File: src/rtl/scan_sequencer_pkg.sv
// Shared constants for the scan sequencer: FSM states, compare results, register map, STATUS layout.
// Latency: n/a (declarations only).
// Backpressure: n/a.
package scan_sequencer_pkg;

    typedef enum logic [1:0] {
        IDLE = 2'd0,
        SCAN = 2'd1,
        DONE = 2'd2
    } scanState_t;

    // Result of comparing QUERY against one subject entry, seen from the query side.
    typedef enum logic [1:0] {
        CMP_EQ = 2'd0,
        CMP_GT = 2'd1,
        CMP_LT = 2'd2
    } cmpRes_t;

    // CTRL register bit positions
    localparam int CTRL_START_BIT = 0;
    localparam int CTRL_ABORT_BIT = 1;
    localparam int CTRL_CLEAR_BIT = 2;

    // Register offsets from the block base address
    localparam logic [31:0] OFF_CTRL   = 32'h00;
    localparam logic [31:0] OFF_QUERY  = 32'h10;
    localparam logic [31:0] OFF_SUBJ   = 32'h20;
    localparam logic [31:0] OFF_STATUS = 32'h30;

    // STATUS field positions
    localparam int ST_STATE_LSB = 0;
    localparam int ST_OVF_BIT   = 2;
    localparam int ST_COUNT_LSB = 8;
    localparam int ST_HIT_LSB   = 16;
    localparam int ST_GT_LSB    = 24;
    localparam int ST_LT_LSB    = 32;
    localparam int ST_FIRST_LSB = 40;

    // Width of the hit/gt/lt counters and of first_hit
    localparam int RES_W = 8;

    // True when a bus address hits the register at base+offset.
    function automatic logic addrHit(input logic [31:0] addr, input logic [31:0] base,
                                     input logic [31:0] off);
        return addr == (base + off);
    endfunction

endpackage

File: src/rtl/scan_sequencer_if.sv
// PicoBus register-access bundle between a bus master and the scan sequencer.
// Latency: read data returns one cycle after the read strobe.
// Backpressure: none; every strobe is accepted in the cycle it is presented.
interface scan_sequencer_if;
    logic [31:0]  PicoAddr;
    logic [127:0] PicoDataIn;
    logic         PicoRd;
    logic         PicoWr;
    logic [127:0] PicoDataOut;

    modport master (
        output PicoAddr,
        output PicoDataIn,
        output PicoRd,
        output PicoWr,
        input  PicoDataOut
    );

    modport slave (
        input  PicoAddr,
        input  PicoDataIn,
        input  PicoRd,
        input  PicoWr,
        output PicoDataOut
    );
endinterface

File: src/rtl/scan_cmp_unit.sv
// Registered equal/greater/less decode of query versus one subject symbol, index carried alongside.
// Latency: 1 cycle from inVld to outVld.
// Backpressure: none; a new compare may be issued every cycle.
module scan_cmp_unit
    import scan_sequencer_pkg::*;
#(
    parameter int SYM_W = 5,
    parameter int IDX_W = 5
) (
    input  logic             PicoClk,
    input  logic             rst,
    input  logic             inVld,
    input  logic [SYM_W-1:0] query,
    input  logic [SYM_W-1:0] subject,
    input  logic [IDX_W-1:0] inIdx,
    output logic             outVld,
    output cmpRes_t          outRes,
    output logic [IDX_W-1:0] outIdx
);

    // Capture one compare result per issued entry; the index travels with it for first-hit tracking.
    always_ff @(posedge PicoClk or negedge rst) begin
        if (!rst) begin
            outVld <= 1'b0;
            outRes <= CMP_EQ;
            outIdx <= '0;
        end else begin
            outVld <= inVld;
            if (inVld) begin
                outIdx <= inIdx;
                if (query == subject)
                    outRes <= CMP_EQ;
                else if (query > subject)
                    outRes <= CMP_GT;
                else
                    outRes <= CMP_LT;
            end
        end
    end

endmodule

File: src/rtl/scan_sequencer.sv
// Register-mapped scan engine: compares QUERY against every buffered subject symbol and tallies results.
// Latency: start-write to DONE in count+2 cycles (1 cycle for an empty buffer); reads return after 1 cycle.
// Backpressure: none; pushes that cannot be stored are dropped and flagged in the sticky ovf bit.
module scan_sequencer
    import scan_sequencer_pkg::*;
#(
    parameter logic [31:0] BASE_ADDR = 32'h100,
    parameter int          DEPTH     = 16,
    parameter int          SYM_W     = 5
) (
    input  logic            PicoClk,
    input  logic            rst,
    scan_sequencer_if.slave bus
);

    localparam int               IDX_W      = $clog2(DEPTH);
    localparam int               CNT_W      = IDX_W + 1;
    localparam logic [CNT_W-1:0] FULL_COUNT = CNT_W'(DEPTH);

    scanState_t       state;
    scanState_t       stateNext;
    logic [CNT_W-1:0] count;
    logic [CNT_W-1:0] scanIdx;
    logic [SYM_W-1:0] query;
    logic [RES_W-1:0] hitCnt;
    logic [RES_W-1:0] gtCnt;
    logic [RES_W-1:0] ltCnt;
    logic [RES_W-1:0] firstHit;
    logic             ovf;
    logic [SYM_W-1:0] subjBuf [DEPTH];

    logic             cmpVld;
    cmpRes_t          cmpRes;
    logic [CNT_W-1:0] cmpIdx;

    logic [127:0]     statusWord;
    logic [127:0]     rdNext;

    // Only the low symbol/CTRL bits of the write data carry meaning.
    logic             unusedBits;
    assign unusedBits = ^bus.PicoDataIn[127:SYM_W];

    // Bus write decode
    logic ctrlWr, queryWr, subjWr;
    assign ctrlWr  = bus.PicoWr && addrHit(bus.PicoAddr, BASE_ADDR, OFF_CTRL);
    assign queryWr = bus.PicoWr && addrHit(bus.PicoAddr, BASE_ADDR, OFF_QUERY);
    assign subjWr  = bus.PicoWr && addrHit(bus.PicoAddr, BASE_ADDR, OFF_SUBJ);

    // CTRL bits resolved with abort over clear over start; each is only taken in a state that accepts it.
    logic abortBit, clearBit, startBit;
    logic abortTake, clearTake, startTake;
    assign abortBit  = ctrlWr && bus.PicoDataIn[CTRL_ABORT_BIT];
    assign clearBit  = ctrlWr && bus.PicoDataIn[CTRL_CLEAR_BIT];
    assign startBit  = ctrlWr && bus.PicoDataIn[CTRL_START_BIT];
    assign abortTake = abortBit && (state == SCAN);
    assign clearTake = !abortBit && clearBit && (state != SCAN);
    assign startTake = !abortBit && !clearBit && startBit && (state != SCAN);

    logic pushTake, pushDrop;
    assign pushTake = subjWr && (count != FULL_COUNT) && (state != SCAN);
    assign pushDrop = subjWr && !pushTake;

    // Issue one entry per cycle until all are issued; results retire one cycle later.
    // An abort kills both the issue and the retire of that cycle so nothing stale survives.
    logic issueVld, retireVld, lastRetire;
    assign issueVld   = (state == SCAN) && !abortTake && (scanIdx < count);
    assign retireVld  = (state == SCAN) && !abortTake && cmpVld;
    assign lastRetire = retireVld && (scanIdx == count);

    scan_cmp_unit #(
        .SYM_W (SYM_W),
        .IDX_W (CNT_W)
    ) u_cmp (
        .PicoClk (PicoClk),
        .rst     (rst),
        .inVld   (issueVld),
        .query   (query),
        .subject (subjBuf[scanIdx[IDX_W-1:0]]),
        .inIdx   (scanIdx),
        .outVld  (cmpVld),
        .outRes  (cmpRes),
        .outIdx  (cmpIdx)
    );

    // FSM state register
    always_ff @(posedge PicoClk or negedge rst) begin
        if (!rst)
            state <= IDLE;
        else
            state <= stateNext;
    end

    // FSM next state; an empty buffer skips the scan entirely
    always_comb begin
        stateNext = state;
        case (state)
            IDLE, DONE: begin
                if (clearTake)
                    stateNext = IDLE;
                else if (startTake)
                    stateNext = (count == '0) ? DONE : SCAN;
            end
            SCAN: begin
                if (abortTake)
                    stateNext = IDLE;
                else if (lastRetire)
                    stateNext = DONE;
            end
            default: stateNext = IDLE;
        endcase
    end

    // Subject buffer storage; contents are irrelevant until pushed, so no reset
    always_ff @(posedge PicoClk) begin
        if (pushTake)
            subjBuf[count[IDX_W-1:0]] <= bus.PicoDataIn[SYM_W-1:0];
    end

    // Fill level and sticky overflow
    always_ff @(posedge PicoClk or negedge rst) begin
        if (!rst) begin
            count <= '0;
            ovf   <= 1'b0;
        end else if (clearTake) begin
            count <= '0;
            ovf   <= 1'b0;
        end else if (pushTake) begin
            count <= count + 1'b1;
        end else if (pushDrop) begin
            ovf   <= 1'b1;
        end
    end

    // QUERY is frozen while a scan is using it
    always_ff @(posedge PicoClk or negedge rst) begin
        if (!rst)
            query <= '0;
        else if (queryWr && (state != SCAN))
            query <= bus.PicoDataIn[SYM_W-1:0];
    end

    // Scan index and result tallies; first hit is recorded while the hit count is still zero
    always_ff @(posedge PicoClk or negedge rst) begin
        if (!rst) begin
            scanIdx  <= '0;
            hitCnt   <= '0;
            gtCnt    <= '0;
            ltCnt    <= '0;
            firstHit <= '1;
        end else if (startTake) begin
            scanIdx  <= '0;
            hitCnt   <= '0;
            gtCnt    <= '0;
            ltCnt    <= '0;
            firstHit <= '1;
        end else begin
            if (issueVld)
                scanIdx <= scanIdx + 1'b1;
            if (retireVld) begin
                case (cmpRes)
                    CMP_EQ: begin
                        hitCnt <= hitCnt + 8'd1;
                        if (hitCnt == '0)
                            firstHit <= RES_W'(cmpIdx);
                    end
                    CMP_GT:  gtCnt <= gtCnt + 8'd1;
                    default: ltCnt <= ltCnt + 8'd1;
                endcase
            end
        end
    end

    // STATUS word assembly
    always_comb begin
        statusWord                            = '0;
        statusWord[ST_STATE_LSB +: 2]         = state;
        statusWord[ST_OVF_BIT]                = ovf;
        statusWord[ST_COUNT_LSB +: CNT_W]     = count;
        statusWord[ST_HIT_LSB +: RES_W]       = hitCnt;
        statusWord[ST_GT_LSB +: RES_W]        = gtCnt;
        statusWord[ST_LT_LSB +: RES_W]        = ltCnt;
        statusWord[ST_FIRST_LSB +: RES_W]     = firstHit;
    end

    // Read mux; anything not readable returns zero
    always_comb begin
        rdNext = '0;
        if (bus.PicoRd) begin
            if (addrHit(bus.PicoAddr, BASE_ADDR, OFF_QUERY))
                rdNext = 128'(query);
            else if (addrHit(bus.PicoAddr, BASE_ADDR, OFF_STATUS))
                rdNext = statusWord;
        end
    end

    // Registered read data
    always_ff @(posedge PicoClk or negedge rst) begin
        if (!rst)
            bus.PicoDataOut <= '0;
        else
            bus.PicoDataOut <= rdNext;
    end

endmodule

File: src/flat_wrapper.sv
// flat-port wrapper written by rule: the top's interface ports become plain ports
module scan_sequencer_flat import scan_sequencer_pkg::*;
#(
    parameter logic [31:0] BASE_ADDR = 32'h100,
    parameter int          DEPTH     = 16,
    parameter int          SYM_W     = 5
)
  (PicoClk, rst, bus_PicoAddr, bus_PicoDataIn, bus_PicoRd, bus_PicoWr, bus_PicoDataOut);
  scan_sequencer_if bus_i ();
  input  logic PicoClk;
  input  logic rst;
  input wire logic [$bits(bus_i.PicoAddr)-1:0] bus_PicoAddr;
  input wire logic [$bits(bus_i.PicoDataIn)-1:0] bus_PicoDataIn;
  input wire logic [$bits(bus_i.PicoRd)-1:0] bus_PicoRd;
  input wire logic [$bits(bus_i.PicoWr)-1:0] bus_PicoWr;
  output wire logic [$bits(bus_i.PicoDataOut)-1:0] bus_PicoDataOut;
  assign bus_i.PicoAddr = bus_PicoAddr;
  assign bus_i.PicoDataIn = bus_PicoDataIn;
  assign bus_i.PicoRd = bus_PicoRd;
  assign bus_i.PicoWr = bus_PicoWr;
  assign bus_PicoDataOut = bus_i.PicoDataOut;
  scan_sequencer #(.BASE_ADDR(BASE_ADDR), .DEPTH(DEPTH), .SYM_W(SYM_W)) u_core (.PicoClk(PicoClk), .rst(rst), .bus(bus_i));
endmodule
File: config.mk
export PLATFORM = sky130hd
export DESIGN_NAME = scan_sequencer_flat
export DESIGN_NICKNAME = d
export VERILOG_FILES = /design/src/rtl/scan_sequencer_pkg.sv /design/src/rtl/scan_sequencer_if.sv /design/src/rtl/scan_cmp_unit.sv /design/src/rtl/scan_sequencer.sv /design/src/flat_wrapper.sv
export SDC_FILE = /design/constraint.sdc
export NUM_CORES = 1
export LEC_CHECK = 0
export CAP_MARGIN = 20
export CORE_ASPECT_RATIO = 1.5
export CORE_MARGIN = 10
export CORE_UTILIZATION = 42
export CTS_CLUSTER_SIZE = 14
export DETAILED_ROUTE_END_ITERATION = 8
export DONT_BUFFER_PORTS = 1
export SETUP_SLACK_MARGIN = 0.4
export SLEW_MARGIN = 15
export SYNTH_ARGS = -nofsm -noshare
export SYNTH_HDL_FRONTEND = slang
export SYNTH_SLANG_ARGS = --single-unit
File: constraint.sdc
create_clock -name PicoClk -period 3.3 [get_ports PicoClk]
set_input_delay 0.33 -clock PicoClk [delete_from_list [all_inputs] [get_ports PicoClk]]
set_output_delay 0.33 -clock PicoClk [all_outputs]
set_load 0.02 [all_outputs]
* After elaboration in Yosys (flattened, before gate mapping)
Memories as Yosys holds them, arrays and structs flattened. Index checks and enable logic that the tools add are counted. Widths: inputs -> output; s select.
Cells by class: $add $sub $neg 5, $lt $le $gt $ge 2, equal/unequal tests 15, mux-type cells 33, reductions and logical operators 43
Operators with widths (number):
- $mux 128 | 2
- $eq 32x9->1 const B | 4
- $mux 8 | 13
- $mux 48 | 1
- $add 8x1->8 const B | 3
- $logic_and 1x1->1 | 20
- $mux 5 | 4
- $mux 2 | 7
- $reduce_bool 2->1 | 7
- $add 5x1->5 const B | 2
- $eq 5x5->1 | 2
- $reduce_and 2->1 | 5
- $logic_not 8->1 | 1
- $ne 2x1->1 const B | 3
- $ne 3x1->1 const B | 2
- $gt 5x5->1 | 1
- $logic_not 5->1 | 1
- $lt 5x5->1 | 1
- $mux 1 | 5
- $ne 5x5->1 const B | 1
- $eq 2x1->1 const B | 2
- $logic_not 1->1 | 4
- $logic_not 2->1 | 2
- $pmux 2 s2 | 1
- 3 further kinds | 4
Storage, ports and cells: bits in registers 186, RAM bits 80, input bits 164, logic and storage cells 112, memories kept 1
Memories:
- u_core.subjBuf | depth 16, width 5, read ports 1, clocked after Yosys merged registers in 0, write ports 1, RTL line scan_sequencer.sv:30 | logic [SYM_W-1:0] subjBuf [DEPTH];

* Longest topological paths before layout
word-level depth 11, depth in mapped cells 11

* Modules after synthesis
Synthesis repeated with hierarchy kept, for this count alone.
Second synthesis, totals: cells, all modules 647, area total of the unflattened synthesis 8383.0 µm²
Modules (own cells, without submodules):
- scan_sequencer | times used 1, cells an instance 606, area an instance 7921.3 µm², seq. area each 4611.9 µm²
- scan_cmp_unit | times used 1, cells an instance 41, area an instance 461.7 µm², seq. area each 200.2 µm²

* Worst setup path before layout
OpenSTA, ideal clock, no wires.
kind reg2reg, start point reg u_core.scanIdx[0], end point reg u_core.u_cmp.outRes[0], arrival 3.023 ns, data required time 3.172 ns, path slack 0.149 ns, stages on the path, launching flop included 12, buffers on the path 2, period minus slack after synthesis 3.151 ns, cells stage by stage dfrtp_1 clkbuf_1 buf_2 mux4_2 mux4_2 inv_1 ha_1 nor2b_1 o21a_1 o211ai_1 a21oi_1 mux2_1
On the way: word-level cells in the longest chain between the ends 4
Ends and longest elaborated chain:
- start: declaration | RTL line scan_sequencer.sv:23 | logic [CNT_W-1:0] scanIdx;
- start signal: assignment | RTL line scan_sequencer.sv:158 | scanIdx <= scanIdx + 1'b1;
- $mem_v2 16x5
- $gt 5x5->1 | RTL line scan_cmp_unit.sv:33 | else if (query > subject)
- $mux 2 | RTL line scan_cmp_unit.sv:33
- $mux 2 | RTL line scan_cmp_unit.sv:31 | if (query == subject)
- end signal: assignment | RTL line scan_cmp_unit.sv:32 | outRes <= CMP_EQ;
- end signal: assignment | RTL line scan_cmp_unit.sv:34 | outRes <= CMP_GT;
- end signal: assignment | RTL line scan_cmp_unit.sv:36 | outRes <= CMP_LT;
- end: declaration | RTL line scan_cmp_unit.sv:17 | output cmpRes_t outRes,
Several ways; a longest one is shown, not always the timed one. A chain may end at the register's enable or synchronous reset.

* Worst setup path in the final report
Ends and elaborated chain as after synthesis.

==> qor.yml <==
timing.max_slew.rel_slack_pct: 56.1
route.detailed.wl_per_inst_um: 19.9
final_min_period_over_clock_period_pct: 86.0
slowest_stage: "sky130_fd_sc_hd__mux4_2"
timing.critical_path.buf_inv: 2
synthXorXnorAreaFrac_pct: 0.211
post_synth_mux_area_share_pct: 9.25
status: "completed"
syn-cell-area_um2: 8290
synth_seq_cells: 176
finalSetupTns_ns: 0
largest_family_of_logic_cells_by_synthesized_area: "simple AND/OR/NAND/NOR gates"
cts_tree: "done"
place_ws_ns: 0.212
core_region_area_um2: 19300
power.static_leakage_nw: 3.64
critical_path.most_common_cell: "sky130_fd_sc_hd__mux4_2"
drcViolationCount: 0
cap_violations: 0
placed_area_um2: 8330
global_route_wire_length_before_repair_um: 28400
number_of_clock_sinks: 176
numPortBuffers: 0
setup_ws_ns: 0.464
initial_utilization_pct: 42.9
die_y_um: 192
dp_hpwl_um: 13400
finalWirelength_um: 18500
crit_path_end_kind: "flop"
cp_slowest_stage_delay_ns: 0.51
synthFlopType: "sky130_fd_sc_hd__dfrtp_1"
tightestPinTransition_ns: 0.653
cp_cell_sequence: "buf_12, mux4_2, mux4_2, inv_2, ha_1, nor2b_2, o21a_1, o211ai_1, a21oi_1, mux2_4"
hold_viol_final: 0
cts-htree-levels: 4
post_synth_inst_count: 644
post_drt_via_cell_ratio: 5.19
rsz0062_at_grt: "true"
synthSimpleGateAreaFrac_pct: 13.6
setup_violations: 0
min_path_type: "in -> reg"
clock_path_buffers: 2
timing.critical_path.arrival_ns: 3.15
synth_largest_type_area_fraction_pct: 29.0
rrSetupSlack_ns: 0.46
route.antenna.remaining_nets: 0
gp_routability_congestion: 0.844
nets: 847
timing.critical_path.max_delay_family: "multiplexers"
top_level_ports: 292
die_w_um: 135
synth.largest_area_cell: "sky130_fd_sc_hd__edfxtp_1"
insertedDiodeCount: 0
global_router_s_overall_resource_usage_pct: 14.3
synth_compound_gate_area_share_pct: 5.78
grt_pass1_vias: 5053
grt_antenna_before_repair: 0
clk_pin_slew_worst_paths_ns: 0.07
finalClockSkew_ns: 0.00702
syn-mean-instance-area_um2: 12.9
grt_overflow: 0
vias_after_detailed_routing: 4846
synth.yosys.seq_area_share_pct: 58.1
fraction_of_final_layout_cells_sized_beyond_drive_strength_1_pct: 15.2
crit_path_start_kind: "flop"
synth_adder_area_share_pct: 2.87
timing.fmax_mhz: 353
crit_fanout: 8
max-vdd-ir-drop_mv: 0.315
design_power_total_mw: 4.51
timing_max_transition_violations_final: 0
worst_hold_check_slack_ns: 0.0544
worst_setup_path_class: "reg -> reg"
core.rowCount: 62
cell_area_power_density_nw_per_um2: 497
areaGrowthSynthToFinish_pct: 9.45
number_of_unique_standard_cell_types_used_by_synthesis: 54
dr.first_iter.drc_count: 213
async_reset_ff_share_pct: 54.5
synth-warning-count: 0
finalCriticalPeriod_ns: 2.84
clock_latency_ns: 0.43
num-fill-cells: 1710
area_of_the_die_um2: 25900
cts_made_buffers: 17
grt_start_max_net_pins: 97
stdcell_area_um2: 9070
clockRootBuffer: "sky130_fd_sc_hd__clkbuf_16"
required_ns: 3.62
synth_enable_flop_cells: 80
synthTopCellsByArea: "sky130_fd_sc_hd__edfxtp_1, sky130_fd_sc_hd__dfrtp_1, sky130_fd_sc_hd__buf_4"
detail_route.first_pass.iterations: 4
cell type report:
| type | instances | area, um2 | share of cell area [%] |
|---|---|---|---|
| Inverter | 20 | 75.1 | 0.828 |
| Multi-Input combinational cell | 420 | 2980 | 32.8 |
| Timing Repair Buffer | 29 | 273 | 3.01 |
| Tap cell | 256 | 320 | 3.53 |
| Sequential cell | 176 | 4810 | 53.1 |
| Clock buffer | 18 | 429 | 4.73 |
| Clock inverter | 14 | 181 | 2.00 |
cells in the mapped netlist, types with 12 or more instances:
master / n
sky130_fd_sc_hd__a21oi_1: 26
sky130_fd_sc_hd__and2_1: 42
sky130_fd_sc_hd__buf_4: 88
sky130_fd_sc_hd__clkbuf_1: 15
sky130_fd_sc_hd__dfrtp_1: 90
sky130_fd_sc_hd__edfxtp_1: 80
sky130_fd_sc_hd__ha_1: 19
sky130_fd_sc_hd__inv_1: 20
sky130_fd_sc_hd__mux4_2: 25
sky130_fd_sc_hd__nand2_1: 25
sky130_fd_sc_hd__nand3_1: 34
sky130_fd_sc_hd__nand4_1: 12
sky130_fd_sc_hd__nor3_1: 16
sky130_fd_sc_hd__o21ai_0: 18
sky130_fd_sc_hd__or4_1: 12
metrics by stage:
step                std cells  utilization [%]
finish                    933             47.0
global route              933             47.0
CTS                       933             46.9
detailed placement        893             43.1
global placement          893             43.1
floorplan                 729                -
what timing repair did:
item / CTS / global route
hold buffers: 7 / 0
endpoints found under the setup margin: 2 / 32
pin swaps: 2 / 4
resized for setup: 5 / 3
setup buffers: 1 / 0
hold endpoints to repair: 176 / 0
power by group:
group / total, mW / switching (mW) / leakage (nW) / internal, mW
Sequential: 2.29 / 0.00000000432 / 1.94 / 2.29
Combinational: 0.145 / 0.133 / 1.40 / 0.0122
Clock: 2.07 / 0.862 / 0.297 / 1.21
Total: 4.51 / 0.994 / 3.64 / 3.51
cells in the final DEF (no fill, tap or decap), types with 6 or more instances in the layout:
| cell type | n |
|---|---|
| sky130_fd_sc_hd__buf_4 | 19 |
| sky130_fd_sc_hd__ha_1 | 19 |
| sky130_fd_sc_hd__o21ai_0 | 18 |
| sky130_fd_sc_hd__or4_1 | 12 |
| sky130_fd_sc_hd__mux4_2 | 25 |
| sky130_fd_sc_hd__edfxtp_1 | 80 |
| sky130_fd_sc_hd__a21oi_1 | 26 |
| sky130_fd_sc_hd__nor3_1 | 16 |
| sky130_fd_sc_hd__or3_1 | 7 |
| sky130_fd_sc_hd__nand3_1 | 34 |
| sky130_fd_sc_hd__and3_1 | 6 |
| sky130_fd_sc_hd__mux2i_1 | 8 |
| sky130_fd_sc_hd__and2_1 | 42 |
| sky130_fd_sc_hd__nand2_1 | 25 |
| sky130_fd_sc_hd__dfrtp_1 | 88 |
| sky130_fd_sc_hd__nand4_1 | 12 |
| sky130_fd_sc_hd__dfstp_2 | 6 |
| sky130_fd_sc_hd__inv_1 | 19 |
| sky130_fd_sc_hd__clkbuf_16 | 17 |
| sky130_fd_sc_hd__conb_1 | 86 |
| sky130_fd_sc_hd__dlygate4sd3_1 | 6 |
| sky130_fd_sc_hd__o31ai_1 | 11 |
| sky130_fd_sc_hd__nor2_1 | 11 |
| sky130_fd_sc_hd__nor4_1 | 8 |
worst paths after layout:
path,from,cells past startpoint,end
min in group asynchronous,rst,2,u_core.gtCnt[0]
max in group asynchronous,rst,2,u_core.firstHit[1]
max,u_core.scanIdx[0],10,u_core.u_cmp.outRes[0]
max reg2reg,u_core.scanIdx[0],10,u_core.u_cmp.outRes[0]
min reg2reg,u_core.firstHit[6],2,u_core.firstHit[6]
min,bus_PicoDataIn[1],1,u_core.query[1]
kinds of logic after synthesis:
kind of cell / count (synthesis)
AOI/OAI and AO/OA: 75
xor gates and xnor gates: 2
adders and majority gates: 19
buffers and inverters: 133
DFF: 176
muxes: 44
other: 1
and+or+nand+nor: 194
sequential cells by signal (all words and copies together), names as in the netlist:
register,count
u_core.bus.PicoDataOut,40
u_core.count,5
u_core.firstHit,6
u_core.gtCnt,8
u_core.hitCnt,8
u_core.ltCnt,8
u_core.ovf,1
u_core.query,5
u_core.scanIdx,5
u_core.state,2
u_core.subjBuf,80
u_core.u_cmp.outIdx,5
u_core.u_cmp.outRes,2
u_core.u_cmp.outVld,1
metal layers:
metal | GRT usage [%] | wire [um] | vias up
met3 | 5.47 | 1710 | 28
met2 | 25.8 | 9850 | 174
met1 | 14.7 | 6640 | 2400
met5 | 0 | 0 | -
li1 | - | - | 2244
met4 | 5.12 | 353 | 0
No activity file was read; power rests on OpenSTA's default activity.
